`config.mk`:
```
export PLATFORM = sky130hd
export DESIGN_NAME = crtc_preset_loader
export DESIGN_NICKNAME = d
export VERILOG_FILES = /design/src/rtl/crtc_preset_loader.sv
export SDC_FILE = /design/constraint.sdc
export NUM_CORES = 1
export LEC_CHECK = 0
export CAP_MARGIN = 20
export CORE_MARGIN = 8
export CORE_UTILIZATION = 54
export CTS_CLUSTER_DIAMETER = 150
export DETAILED_ROUTE_END_ITERATION = 8
export PLACE_DENSITY = 0.82
export RECOVER_POWER = 25
export SLEW_MARGIN = 30
export SYNTH_ARGS = -nofsm -noshare
export SYNTH_HDL_FRONTEND = slang
export SYNTH_SLANG_ARGS = --single-unit
```
`constraint.sdc`:
```
create_clock -name clk -period 4.55 [get_ports clk]
set_input_delay 0.91 -clock clk [delete_from_list [all_inputs] [get_ports clk]]
set_output_delay 0.91 -clock clk [all_outputs]
set_load 0.05 [all_outputs]
```
`src/rtl/crtc_preset_loader.sv`:
```
// Programs the 6545 CRTC with a constant PET video preset (R0..NUM_REGS-1) as index/data
// write pairs, sharing the CRTC register bus with the CPU, which always has priority.
module crtc_preset_loader #(
    parameter int NUM_REGS = 14
) (
    input  logic       clk,
    input  logic       reset,
    input  logic       ce,
    input  logic       start,
    input  logic       preset_sel,
    input  logic       cpu_req,
    output logic       cpu_grant,
    output logic       bus_we,
    output logic       bus_rs,
    output logic [7:0] bus_d,
    output logic       busy,
    output logic       done,
    output logic [1:0] state_dbg
);

    // Bus slot handshake: ce marks one bus slot. The CPU claims a slot by raising cpu_req and
    // owns it whenever cpu_grant (= ce & cpu_req) is high. The loader may only use a ce slot
    // in which cpu_req=0. Its write then appears as a one-clk bus_we after that slot's edge,
    // with bus_rs/bus_d stable while bus_we=1.

    typedef enum logic [1:0] {
        S_IDLE = 2'd0,
        S_ADDR = 2'd1,
        S_DATA = 2'd2,
        S_DONE = 2'd3
    } state_t;

    localparam logic [3:0] LAST_IDX = 4'(NUM_REGS - 1);

    state_t     state, state_n;
    logic [3:0] idx, idx_n;
    logic       preset, preset_n;
    logic       we_n, rs_n;
    logic [7:0] d_n;

    // Preset 0 is the 40-column 4032 timing. Preset 1 is the 80-column 8032 timing.
    function automatic logic [7:0] rom_byte(input logic p, input logic [3:0] i);
        logic [7:0] v;
        case (i)
            4'd0:    v = 8'h31;
            4'd1:    v = 8'h28;
            4'd2:    v = 8'h29;
            4'd3:    v = 8'h0F;
            4'd4:    v = p ? 8'h20 : 8'h28;
            4'd5:    v = p ? 8'h03 : 8'h05;
            4'd6:    v = 8'h19;
            4'd7:    v = p ? 8'h1D : 8'h21;
            4'd8:    v = 8'h00;
            4'd9:    v = p ? 8'h09 : 8'h07;
            4'd12:   v = 8'h10;
            default: v = 8'h00;
        endcase
        return v;
    endfunction

    assign cpu_grant = ce & cpu_req;
    assign busy      = (state == S_ADDR) || (state == S_DATA);
    assign done      = (state == S_DONE);
    assign state_dbg = state;

    always_comb begin
        state_n  = state;
        idx_n    = idx;
        preset_n = preset;
        we_n     = 1'b0;
        rs_n     = bus_rs;
        d_n      = bus_d;
        case (state)
            S_IDLE: begin
                if (ce && start) begin
                    preset_n = preset_sel;
                    idx_n    = 4'd0;
                    state_n  = S_ADDR;
                end
            end
            S_ADDR: begin
                if (ce && !cpu_req) begin
                    we_n    = 1'b1;
                    rs_n    = 1'b0;
                    d_n     = {4'b0000, idx};
                    state_n = S_DATA;
                end
            end
            S_DATA: begin
                if (ce) begin
                    // A CPU slot here may have moved the CRTC index, so the index is re-sent.
                    if (cpu_req) begin
                        state_n = S_ADDR;
                    end else begin
                        we_n = 1'b1;
                        rs_n = 1'b1;
                        d_n  = rom_byte(preset, idx);
                        if (idx == LAST_IDX) begin
                            state_n = S_DONE;
                        end else begin
                            idx_n   = idx + 4'd1;
                            state_n = S_ADDR;
                        end
                    end
                end
            end
            S_DONE: begin
                state_n = S_IDLE;
            end
            default: begin
                state_n = S_IDLE;
            end
        endcase
    end

    always_ff @(posedge clk) begin
        if (reset) begin
            state  <= S_IDLE;
            idx    <= 4'd0;
            preset <= 1'b0;
            bus_we <= 1'b0;
            bus_rs <= 1'b0;
            bus_d  <= 8'h00;
        end else begin
            state  <= state_n;
            idx    <= idx_n;
            preset <= preset_n;
            bus_we <= we_n;
            bus_rs <= rs_n;
            bus_d  <= d_n;
        end
    end

endmodule

```
# Yosys cells after proc, flatten, opt, wreduce, memory -nomap -nowiden
# Index checks and enable logic that the tools add are counted.
totals:
  regBits: 17
  in_bits: 6
  out_inout_bits: 15
classes:
  addsub: 1
  eq_ne: 18
  n_mux: 28
  bitwise: 1
  reduce_logical: 12
ops:
  columns: ["op", "count"]
  rows:
  - ["$pmux 6 s10", 1]
  - ["$mux 4", 6]
  - ["$mux 8", 3]
  - ["$eq 4x3->1 const B", 4]
  - ["$pmux 8 s2", 1]
  - ["$eq 4x4->1 const B", 3]
  - ["$mux 2", 5]
  - ["$eq 4x2->1 const B", 2]
  - ["$ne 2x2->1 const B", 4]
  - ["$pmux 2 s4", 1]
  - ["$pmux 4 s2", 1]
  - ["$mux 1", 6]
  - ["$mux 6", 1]
  - ["$reduce_and 5->1", 1]
  - ["$add 4x1->4 const B", 1]
  - ["$eq 2x2->1 const B", 2]
  - ["$eq 4x1->1 const B", 1]
  - ["$logic_not 4->1", 1]
  - ["$pmux 1 s2", 2]
  - ["$reduce_and 4->1", 1]
  - ["$reduce_bool 2->1", 2]
  - ["$mux 3", 1]
  - ["$reduce_and 3->1", 1]
  - ["$eq 2x1->1 const B", 1]
  - ["7 further kinds", 8]

# Depth between registers and ports, before layout
# Gate-level depths: netlist (run 1).
logic_depth:
  ltp_word: 5
  mapped_depth: 7
  ltp_nobuf: 6

# Least setup slack after synthesis (run 1)
# OpenSTA, ideal clock, no wires.
synth_path:
  path_kind: "reg2reg"
  start: "register state[0] (netlist: state_dbg[0])"
  end: "register bus_d[0]"
  setup_time_ns: 0.076
  arrival_ns: 2.334
  path_slack_ns: 2.140
  stages_incl_launch_ff: 6
  path_buffers: 0
  period_less_slack_ns: 2.410
  path_cell_list: "dfxtp_1 inv_1 ha_1 o21ai_0 a2111o_1 o22ai_1"
synth_via:
  elab_chain_cells: 3
  word_cells_on_any_way: 8
  classes_between: "5 x eq/ne; 1 x mux; 2 x reduce/logical"
synth_rtl:
  columns: ["element", "line_no", "source"]
  rows:
  - ["start: declaration", "35", "state_t state, state_n;"]
  - ["start signal: assignment", "125", "state <= state_n;"]
  - ["$eq 2x1->1 or $eq 2x2->1 (tied branches)", "73", "case (state)"]
  - ["$ne 2x1->1 (no source line), or another cell as far along", null, null]
  - ["$reduce_and 4->1 (no source line)", null, null]
  - ["end signal: assignment", "130", "bus_d <= d_n;"]
  - ["end: declaration", "15", "output logic [7:0] bus_d,"]
# Several ways; a longest one is shown, not always the timed one.
# A chain may end at the register's enable or synchronous reset.

# Worst setup path after layout (run 1)
layout_path:
  start: "input port ce"
  end: "output port cpu_grant"
layout_via:
  elab_chain_cells: 1
layout_rtl:
  columns: ["element", "line_no", "source"]
  rows:
  - ["start: declaration", "8", "input logic ce,"]
  - ["$and 1x1->1", "61", "assign cpu_grant = ce & cpu_req;"]
  - ["end: declaration", "12", "output logic cpu_grant,"]
# Every way passes these cells.

==> results_dict.tcl, run 1 <==
set metrics [dict create \
    nFillCells 169 \
    antenna_found_initial 0 \
    dr.pass1.iters 4 \
    wire_per_inst_um 14.61 \
    ioPinCount 21 \
    gr-total-overflow 0 \
    synth_cell_type_count 41 \
    drc_errors 0 \
    status "finished, final reports clean" \
    worst_pin_slew_ps 655.9 \
    grt_pass1_vias 925 \
    port_buffers 18 \
    yosys-top-cells-area "dfxtp_1 29%, ha_1 9.7%, a21oi_1 5.3%" \
    synth-async-reset-ratio_pct 0 \
    fp.dieH_um 59.67 \
    avgSynthCellArea_um2 7.861 \
    rsz0062_at_grt "no" \
    post-route-min-period_ps 3465 \
    fmax_mhz 288.6 \
    max_slew_margin_pct 55.81 \
    synth_top_flop_cell "dfxtp_1" \
    drtIter0Drc 20 \
    die_area_mm2 0.003561 \
    worstPathArrival_ps 2560 \
    synth_area_mm2 0.001030 \
    worstSkewPairLatency_ps 290 \
    numCtsBuffers 3 \
    layout.cells.non_filler 170 \
    synth_top_area_cell "dfxtp_1" \
    clkTransAtPathRegs_ps 80 \
    end_kind "primary output" \
    placeableCoreArea_mm2 0.001764 \
    holdBufCountCts 0 \
    grtUsageMet3_pct 3.426 \
    cts_tree "built" \
    ant_nets 0 \
    start_util_pct 58.37 \
    yosys_warnings 0 \
    diodes 0 \
    required_ps 3640 \
    cts_sinks 15 \
    dp_hpwl_um 1867 \
    critPathSlowestCell "clkdlybuf4s50_1" \
    maxCapViolCount 0 \
    synth_cells 131 \
    num_rows 15 \
    grt_pass1_wl_um 4167 \
    cp-start-kind "primary input" \
    slowest_delay_ps 800 \
    ys_seq_area_share_pct 29.16 \
    via_count 1006 \
    power.leakage_nw 0.4425 \
    cts.path.max_buffers 2 \
    area_delta_synth_final_pct 18.83 \
    synth_edf_count 0 \
    htree_levels 1 \
    power_density_mw_per_mm2 519.1 \
    wirelength_um 2483 \
    cts_setup_buffers 0 \
    grt_max_degree 22 \
    final_nets 160 \
    grt_use_total_pct 15.14 \
    worstPathCellList "dlygate4sd3_1 > and2_1 > clkdlybuf4s50_1" \
    die_w_um 59.67 \
    grtUsageMet2_pct 25.08 \
    post-route-period-util_pct 76.16 \
    ys_ff_latch 15 \
    worst-path-max-fanout 9 \
    cts-root-buf "clkbuf_4" \
    ctsResizeCount 0 \
    dpl.cell_count 166 \
    hold_class "flop to flop" \
    gp_congestion 0.8503 \
    tns_ps 0 \
    fin_skew_ps 7.013 \
    report.final.setup_viol 0 \
    drive_above_1_share_pct 2.069 \
    synth_top_cell_area_share_pct 29.16 \
    worst_ir_drop_vdd_uv 326.5 \
    grt-busiest-layer "met2" \
    multiInputGateArea_um2 655.6 \
    fin_worst_hold_slack_ps 456.2 \
    met1_usage_pct 17.63 \
    drv_slew 0 \
    path_class "primary input to primary output" \
    hold_viol_final 0 \
    regArea_um2 300.3 \
    vias_per_cell 5.918 \
]
path summary, 6_finish.rpt:
| kind | startpoint | end | slack [ps] | cells past startpoint |
|---|---|---|---|---|
| min reg2reg | bus_rs$_SDFFE_PP0P_ | bus_rs$_SDFFE_PP0P_ | 460 | 2 |
| max | ce | cpu_grant | 1080 | 3 |
| max reg2reg | state_dbg[1]$_SDFFE_PP0P_ | idx[3]$_SDFFE_PP0P_ | 2420 | 5 |
| min | bus_rs$_SDFFE_PP0P_ | bus_rs$_SDFFE_PP0P_ | 460 | 2 |
cell type report:
| class | instances | area share (%) |
|---|---|---|
| clock buffers | 4 | 2.147 |
| inverters | 8 | 2.454 |
| repair buffers | 18 | 14.72 |
| flip-flops and latches | 15 | 24.54 |
| well taps | 25 | 2.556 |
| multi-input cells | 100 | 53.58 |
state kept, by name (all words and copies together), names as in the netlist:
signal     flops
bus_d          6
bus_rs         1
bus_we         1
idx            4
preset         1
state_dbg      2
placed cells by master, fill, tap and decap left out, types with 3 or more instances in the layout:
cell             count
o21ai_0              8
nor3_1               4
ha_1                 8
a211oi_1             4
a21oi_1             11
nor4b_1              3
clkdlybuf4s50_1     17
dfxtp_1             15
nor2_1              12
nand3_1              4
o41ai_1              3
clkbuf_4             3
nand2_1              9
inv_1                8
cells in the mapped netlist (3+ instances only):
cell,count
ha_1,8
dfxtp_1,15
nand2_1,9
o41ai_1,3
a211oi_1,4
nor2_1,12
a21oi_1,11
inv_1,8
nand3_1,4
nor4b_1,3
o21ai_0,7
clkbuf_1,5
nor3_1,4
metrics by stage:
step           total power [mW]  setup slack [ps]  utilization [%]  instance area [um2]
3_5_place_dp             0.5634              1141            68.09                 1201
3_3_place_gp             0.5563              1168            68.09                 1201
4_1_cts                  0.6438              1132            69.57                 1227
5_1_grt                  0.6800              1008            69.36                 1224
2_1_floorplan            0.4599              2140                -                 1033
6_report                 0.6352              1085            69.36                 1224
cell families after synthesis:
kind of cell    after synthesis  share of synthesized area (%)
compound gates               41                          27.10
fa+ha+maj                     8                          9.721
buf+inv                      17                          7.169
flops                        15                          29.16
mux                           2                          1.944
other cells                   1                         0.3642
simple gates                 47                          24.55
power by group:
part / switching (mW) / internal [mW] / leakage (nW)
clock network: 0.0433 / 0.0341 / 0.0150
registers: 0.0238 / 0.158 / 0.122
logic: 0.250 / 0.126 / 0.306
critical path, delay by kind of cell:
kind / cells / cell delay (ps)
AND/OR/NAND/NOR: 1 / 170
buffers and inverters: 2 / 1470
metal layers:
layer  wire, um  up-vias
li1           -      511
met1       1119      461
met2       1185       28
met3        134        6
met4         43        0
met5          0        -
Note: power is estimated with default switching activity, not from simulation.
==> run 2: changes to the inputs <==
--- a/config.mk
+++ b/config.mk
@@ -7,10 +7,10 @@
 export LEC_CHECK = 0
 export CAP_MARGIN = 20
 export CORE_MARGIN = 8
-export CORE_UTILIZATION = 54
+export CORE_UTILIZATION = 45
 export CTS_CLUSTER_DIAMETER = 150
 export DETAILED_ROUTE_END_ITERATION = 8
-export PLACE_DENSITY = 0.82
+export PLACE_DENSITY = 0.73
 export RECOVER_POWER = 25
 export SLEW_MARGIN = 30
 export SYNTH_ARGS = -nofsm -noshare
==> constraint.sdc (replaced) <==
create_clock -name clk -period 2.9 [get_ports clk]
set_input_delay 0.58 -clock clk [delete_from_list [all_inputs] [get_ports clk]]
set_output_delay 0.58 -clock clk [all_outputs]
set_load 0.05 [all_outputs]
==> run 2 against run 1 <==
  * Flip-flop and latch count unchanged
  * Global-route usage down 3.3 points
  * Design area is 0.82% higher
  * Worst hold slack improved by 3.9 ps
  * Critical path depth stayed put
  * Sequential share of layout area is 0.20 points lower
  * Utilization is 13 points lower
  * Critical path type is now flop to primary output
==> results_dict.tcl, run 2 (synthesis results as in run 1) <==
set metrics [dict create \
    diodes 0 \
    p_sw_mw 0.4930 \
    fin_skew_ps 12.60 \
    start_util_pct 47.00 \
    worstReg2RegEnd "idx[3]$_SDFFE_PP0P_" \
    worstPathArrival_ps 1970 \
    vias_per_cell 5.839 \
    seqPwrFrac_pct 28.6 \
    mostFrequentLayoutCells "16 x clkdlybuf4s50_1, 15 x dfxtp_1, 12 x nor2_1" \
    placeableCoreArea_mm2 0.002191 \
    ant_nets 0 \
    power_density_mw_per_mm2 802.7 \
    fin_ws_ps 349.7 \
    final_nets 161 \
    largest_reg_flops 6 \
    hold_depth 2 \
    cp.depth 3 \
    wirelength_um 2489 \
    end_kind "primary output" \
    grt-busiest-layer "met2" \
    critPathBufInv 2 \
    die_w_um 63.84 \
    combPwrFrac_pct 59.4 \
    path_class "flop to primary output" \
    grt_pass1_wl_um 4071 \
    worstPathCellList "inv_1 > ha_1 > clkdlybuf4s50_1" \
    rsz0062_at_grt "no" \
    grtUsageMet3_pct 5.226 \
    p_int_mw 0.4973 \
    worstSkewPairLatency_ps 290 \
    cts_sinks 15 \
    grt_pass1_vias 930 \
    wire_per_inst_um 14.30 \
    cp-endpoint "busy" \
    worst_pin_slew_ps 671.2 \
    grtUsageMet2_pct 20.08 \
    fmax_mhz 392.1 \
    layout.cells.non_filler 174 \
    dp_hpwl_um 1928 \
    worst-path-max-fanout 6 \
    critPathSlowestCell "clkdlybuf4s50_1" \
    drc_errors 0 \
    power.leakage_nw 0.4515 \
    finalPower_mw 0.9903 \
    nFillCells 210 \
    dr.pass1.iters 4 \
    htree_levels 1 \
    crit_start "state_dbg[0]$_SDFFE_PP0P_" \
    worst_ir_drop_vdd_uv 530.9 \
    num_rows 17 \
    cts_setup_buffers 0 \
    cts_tree "built" \
    cts-root-buf "clkbuf_4" \
    cts.path.max_buffers 2 \
    slowest_delay_ps 820 \
    status "finished, final reports clean" \
    rr_startpoint "state_dbg[0]$_SDFFE_PP0P_" \
    post_dp_cell_area_mm2 0.001210 \
    port_buffers 18 \
    maxCapViolCount 0 \
    gp_congestion 0.8116 \
    report.final.setup_viol 0 \
    max_slew_margin_pct 54.78 \
    antenna_found_initial 0 \
    hold_class "flop to flop" \
    regMostFlops "bus_d" \
    area_delta_synth_final_pct 19.81 \
    clkTransAtPathRegs_ps 100 \
    drtIter0Drc 37 \
    crit_family "buffers and inverters" \
    gr-total-overflow 0 \
    clkPwrFrac_pct 12.0 \
    hold_viol_final 0 \
    cp-start-kind "flop" \
    layout_commonest_cell "clkdlybuf4s50_1" \
    via_count 1016 \
    met1_usage_pct 13.76 \
    dpl.cell_count 170 \
    fp.dieH_um 63.84 \
    grt_use_total_pct 11.87 \
    die_area_mm2 0.004075 \
    p_sw_share_pct 49.78 \
    drv_slew 0 \
    tns_ps 0 \
    required_ps 2320 \
    reg2reg_setup_slack_ps 760 \
    holdBufCountCts 0 \
    drive_above_1_share_pct 4.110 \
    grt_max_degree 22 \
    ioPinCount 21 \
    ctsResizeCount 0 \
    pre_cts_slack_ps 562.9 \
    post-route-period-util_pct 87.94 \
    design_area_mm2 0.001234 \
    rr_worst_depth 6 \
    post-route-min-period_ps 2550 \
    numCtsBuffers 3 \
]
## run 2: cell count changes in the layout (fill, tap and decap cells not counted)
cell             delta
buf_4               +2
clkbuf_1            -1
clkdlybuf4s50_1     -1
clkinv_2            +1
## run 2: worst reg2reg max path, stage by stage, from the launching register on
cell and delay, ps:
dfxtp_1 360, inv_1 100, ha_1 410, o21ai_0 200
a211o_1 360, or4_1 490, a21oi_1 160
## run 2: how the worst min path moves through the flow
| stage | start | to | slack (ps) |
|---|---|---|---|
| final | bus_d[5]$_SDFFE_PP0P_ | bus_d[5]$_SDFFE_PP0P_ | 460 |
| after detailed placement | bus_d[5]$_SDFFE_PP0P_ | bus_d[5]$_SDFFE_PP0P_ | 450 |
| after CTS | bus_d[5]$_SDFFE_PP0P_ | bus_d[5]$_SDFFE_PP0P_ | 460 |
| after global placement | bus_d[5]$_SDFFE_PP0P_ | bus_d[5]$_SDFFE_PP0P_ | 440 |
| after global routing | bus_rs$_SDFFE_PP0P_ | bus_rs$_SDFFE_PP0P_ | 490 |
| after floorplan | idx[0]$_SDFFE_PP0P_ | idx[0]$_SDFFE_PP0P_ | 490 |
## run 2: final cells by class
type / count / area [um2] / share of cell area, %
sequential: 15 / 300.3 / 24.34
inverter: 8 / 30.03 / 2.434
tap: 28 / 35.03 / 2.840
clock inverter: 1 / 5.005 / 0.4057
timing repair buffer: 19 / 185.2 / 15.01
multi-input combinational: 100 / 655.6 / 53.14
clock buffer: 3 / 22.52 / 1.826
## run 2: routing by layer
| metal | wire, um | part of all wire (%) |
|---|---|---|
| met1 | 1110 | 45 |
| met2 | 1177 | 47 |
| met3 | 188 | 7.6 |
| met4 | 12 | 0.48 |
| met5 | 0 | 0 |
## run 2: power groups by stage
stage                     Sequential [mW]  Combinational, mW  Clock, mW
after floorplan                     0.403              0.319          0
after global placement              0.286              0.585          0
after detailed placement            0.289              0.593          0
after CTS                           0.283              0.596      0.123
after global routing                0.291              0.636      0.132
final                               0.283              0.588      0.119
## run 2: per-stage QoR
step                      util (%)  hold WS [ps]
after floorplan                  -         494.5
after global placement       55.23         443.5
after detailed placement     55.23         446.9
after CTS                    56.48         460.3
after global routing         56.31         485.7
final                        56.31         460.2
==> run 3: changes to the inputs <==
--- a/config.mk
+++ b/config.mk
@@ -7,10 +7,12 @@
 export LEC_CHECK = 0
 export CAP_MARGIN = 20
 export CORE_MARGIN = 8
-export CORE_UTILIZATION = 45
+export CORE_UTILIZATION = 58
+export CTS_BUF_LIST = sky130_fd_sc_hd__clkbuf_8
 export CTS_CLUSTER_DIAMETER = 150
 export DETAILED_ROUTE_END_ITERATION = 8
-export PLACE_DENSITY = 0.73
+export DONT_BUFFER_PORTS = 1
+export PLACE_DENSITY = 0.75
 export RECOVER_POWER = 25
 export SLEW_MARGIN = 30
 export SYNTH_ARGS = -nofsm -noshare
==> run 3 against run 2 <==
  * Critical path depth shrank 1
  * Wire length shrank 7.7%
  * Total power shrank 0.40%
  * Count of clock-buffer cells in the layout is the same
  * Critical endpoint is now done
  * Largest cell class unchanged
==> results_dict.tcl, run 3 (synthesis results as in run 1) <==
set metrics [dict create \
    cts_sinks 15 \
    mostFrequentLayoutCells "15 x dfxtp_1, 12 x nor2_1, 11 x a21oi_1" \
    fin_skew_ps 2.308 \
    path_class "flop to primary output" \
    ctsResizeCount 0 \
    slowest_delay_ps 600 \
    post_dp_cell_area_mm2 0.001041 \
    fp.dieH_um 58.14 \
    htree_levels 1 \
    fmax_mhz 427.7 \
    layout.cells.non_filler 148 \
    grt_pass1_vias 870 \
    ant_nets 0 \
    dpl.cell_count 144 \
    drtIter0Drc 20 \
    power_density_mw_per_mm2 910.3 \
    ioPinCount 21 \
    crit_start "state_dbg[0]$_SDFFE_PP0P_" \
    area_delta_synth_final_pct 5.225 \
    design_area_mm2 0.001084 \
    post-route-period-util_pct 80.63 \
    cts_tree "built" \
    rr_startpoint "state_dbg[1]$_SDFFE_PP0P_" \
    end_kind "primary output" \
    crit_family "adder cells" \
    post-route-min-period_ps 2338 \
    report.final.setup_viol 0 \
    cp-start-kind "flop" \
    fin_ws_ps 561.6 \
    regArea_um2 300.3 \
    worstSkewPairLatency_ps 250 \
    drv_slew 0 \
    status "finished, final reports clean" \
    max_slew_margin_pct 48.77 \
    dp_hpwl_um 1739 \
    die_area_mm2 0.003380 \
    worst_ir_drop_vdd_uv 577.4 \
    worst-path-max-fanout 5 \
    worst_pin_slew_ps 768.4 \
    wirelength_um 2298 \
    start_util_pct 60.96 \
    dr.pass1.iters 4 \
    postLayoutCoreUtil_pct 64.15 \
    rsz0062_at_grt "no" \
    pre_cts_slack_ps 782.9 \
    final_nets 146 \
    drive_above_1_share_pct 6.107 \
    worstPathCellList "clkbuf_1 > ha_1" \
    port_buffers 0 \
    largest_reg_flops 6 \
    cts-root-buf "clkbuf_8" \
    power.leakage_nw 0.4051 \
    vias_per_cell 6.446 \
    tns_ps 0 \
    required_ps 2320 \
    drc_errors 0 \
    hp-start "reset" \
    wire_per_inst_um 15.53 \
    die_w_um 58.14 \
    gr-total-overflow 0 \
    grt_use_total_pct 14.49 \
    critPathBufInv 1 \
    critPathSlowestCell "ha_1" \
    clkTransAtPathRegs_ps 60 \
    diodes 0 \
    placeableCoreArea_mm2 0.001689 \
    hold_class "primary input to flop" \
    num_rows 15 \
    antenna_found_initial 0 \
    numCtsBuffers 3 \
    maxCapViolCount 0 \
    hold_viol_final 0 \
    holdBufCountCts 0 \
    nFillCells 151 \
    cts.path.max_buffers 2 \
    regMostFlops "bus_d" \
    grt_pass1_wl_um 3898 \
    cts_setup_buffers 0 \
    gp_congestion 0.8185 \
    multiInputGateArea_um2 659.4 \
    layout_commonest_cell "dfxtp_1" \
    grt_max_degree 22 \
    via_count 954 \
    worstPathArrival_ps 1760 \
]
[run 3: final timing paths]
kind              slack [ps]                   to  cells after the start
setup / recovery         560                 done                      2
hold / removal           390  bus_rs$_SDFFE_PP0P_                      1
setup reg to reg         730  idx[3]$_SDFFE_PP0P_                      6
hold reg to reg          540  idx[0]$_SDFFE_PP0P_                      2
[run 3: metal layers]
metal,wire (um),global-route usage (%)
met1,1006,16.04
met2,1133,25.16
met3,120,3.974
met4,39,6.294
met5,0,0
[run 3: where the power goes]
| part | switching [mW] | internal (mW) | total [mW] | leakage (nW) |
|---|---|---|---|---|
| sequential | 0.114 | 0.247 | 0.362 | 0.122 |
| combinational | 0.304 | 0.150 | 0.454 | 0.258 |
| clock | 0.0758 | 0.0952 | 0.171 | 0.0255 |
[run 3: final cells by class]
type                       instances  area share, %
multi-input combinational        100          60.85
sequential                        15          27.71
clock buffer                       3          3.811
clock inverter                     1         0.4619
tap                               17          1.963
inverter                           8          2.771
timing repair buffer               4          2.425
[run 3: worst reg2reg max path, stage by stage (launching register included)]
cell	delay, ps
dfxtp_1	310
buf_4	220
ha_1	470
o21ai_2	120
a211o_1	340
or4_1	480
a21oi_1	160
[run 3: stage by stage]
step                      hold slack, ps  power [mW]
after CTS                          383.6      0.9993
after detailed placement           528.3      0.8238
after global placement             519.6      0.8156
after global routing               380.5       1.056
after floorplan                    494.5      0.7216
final                              389.5      0.9864
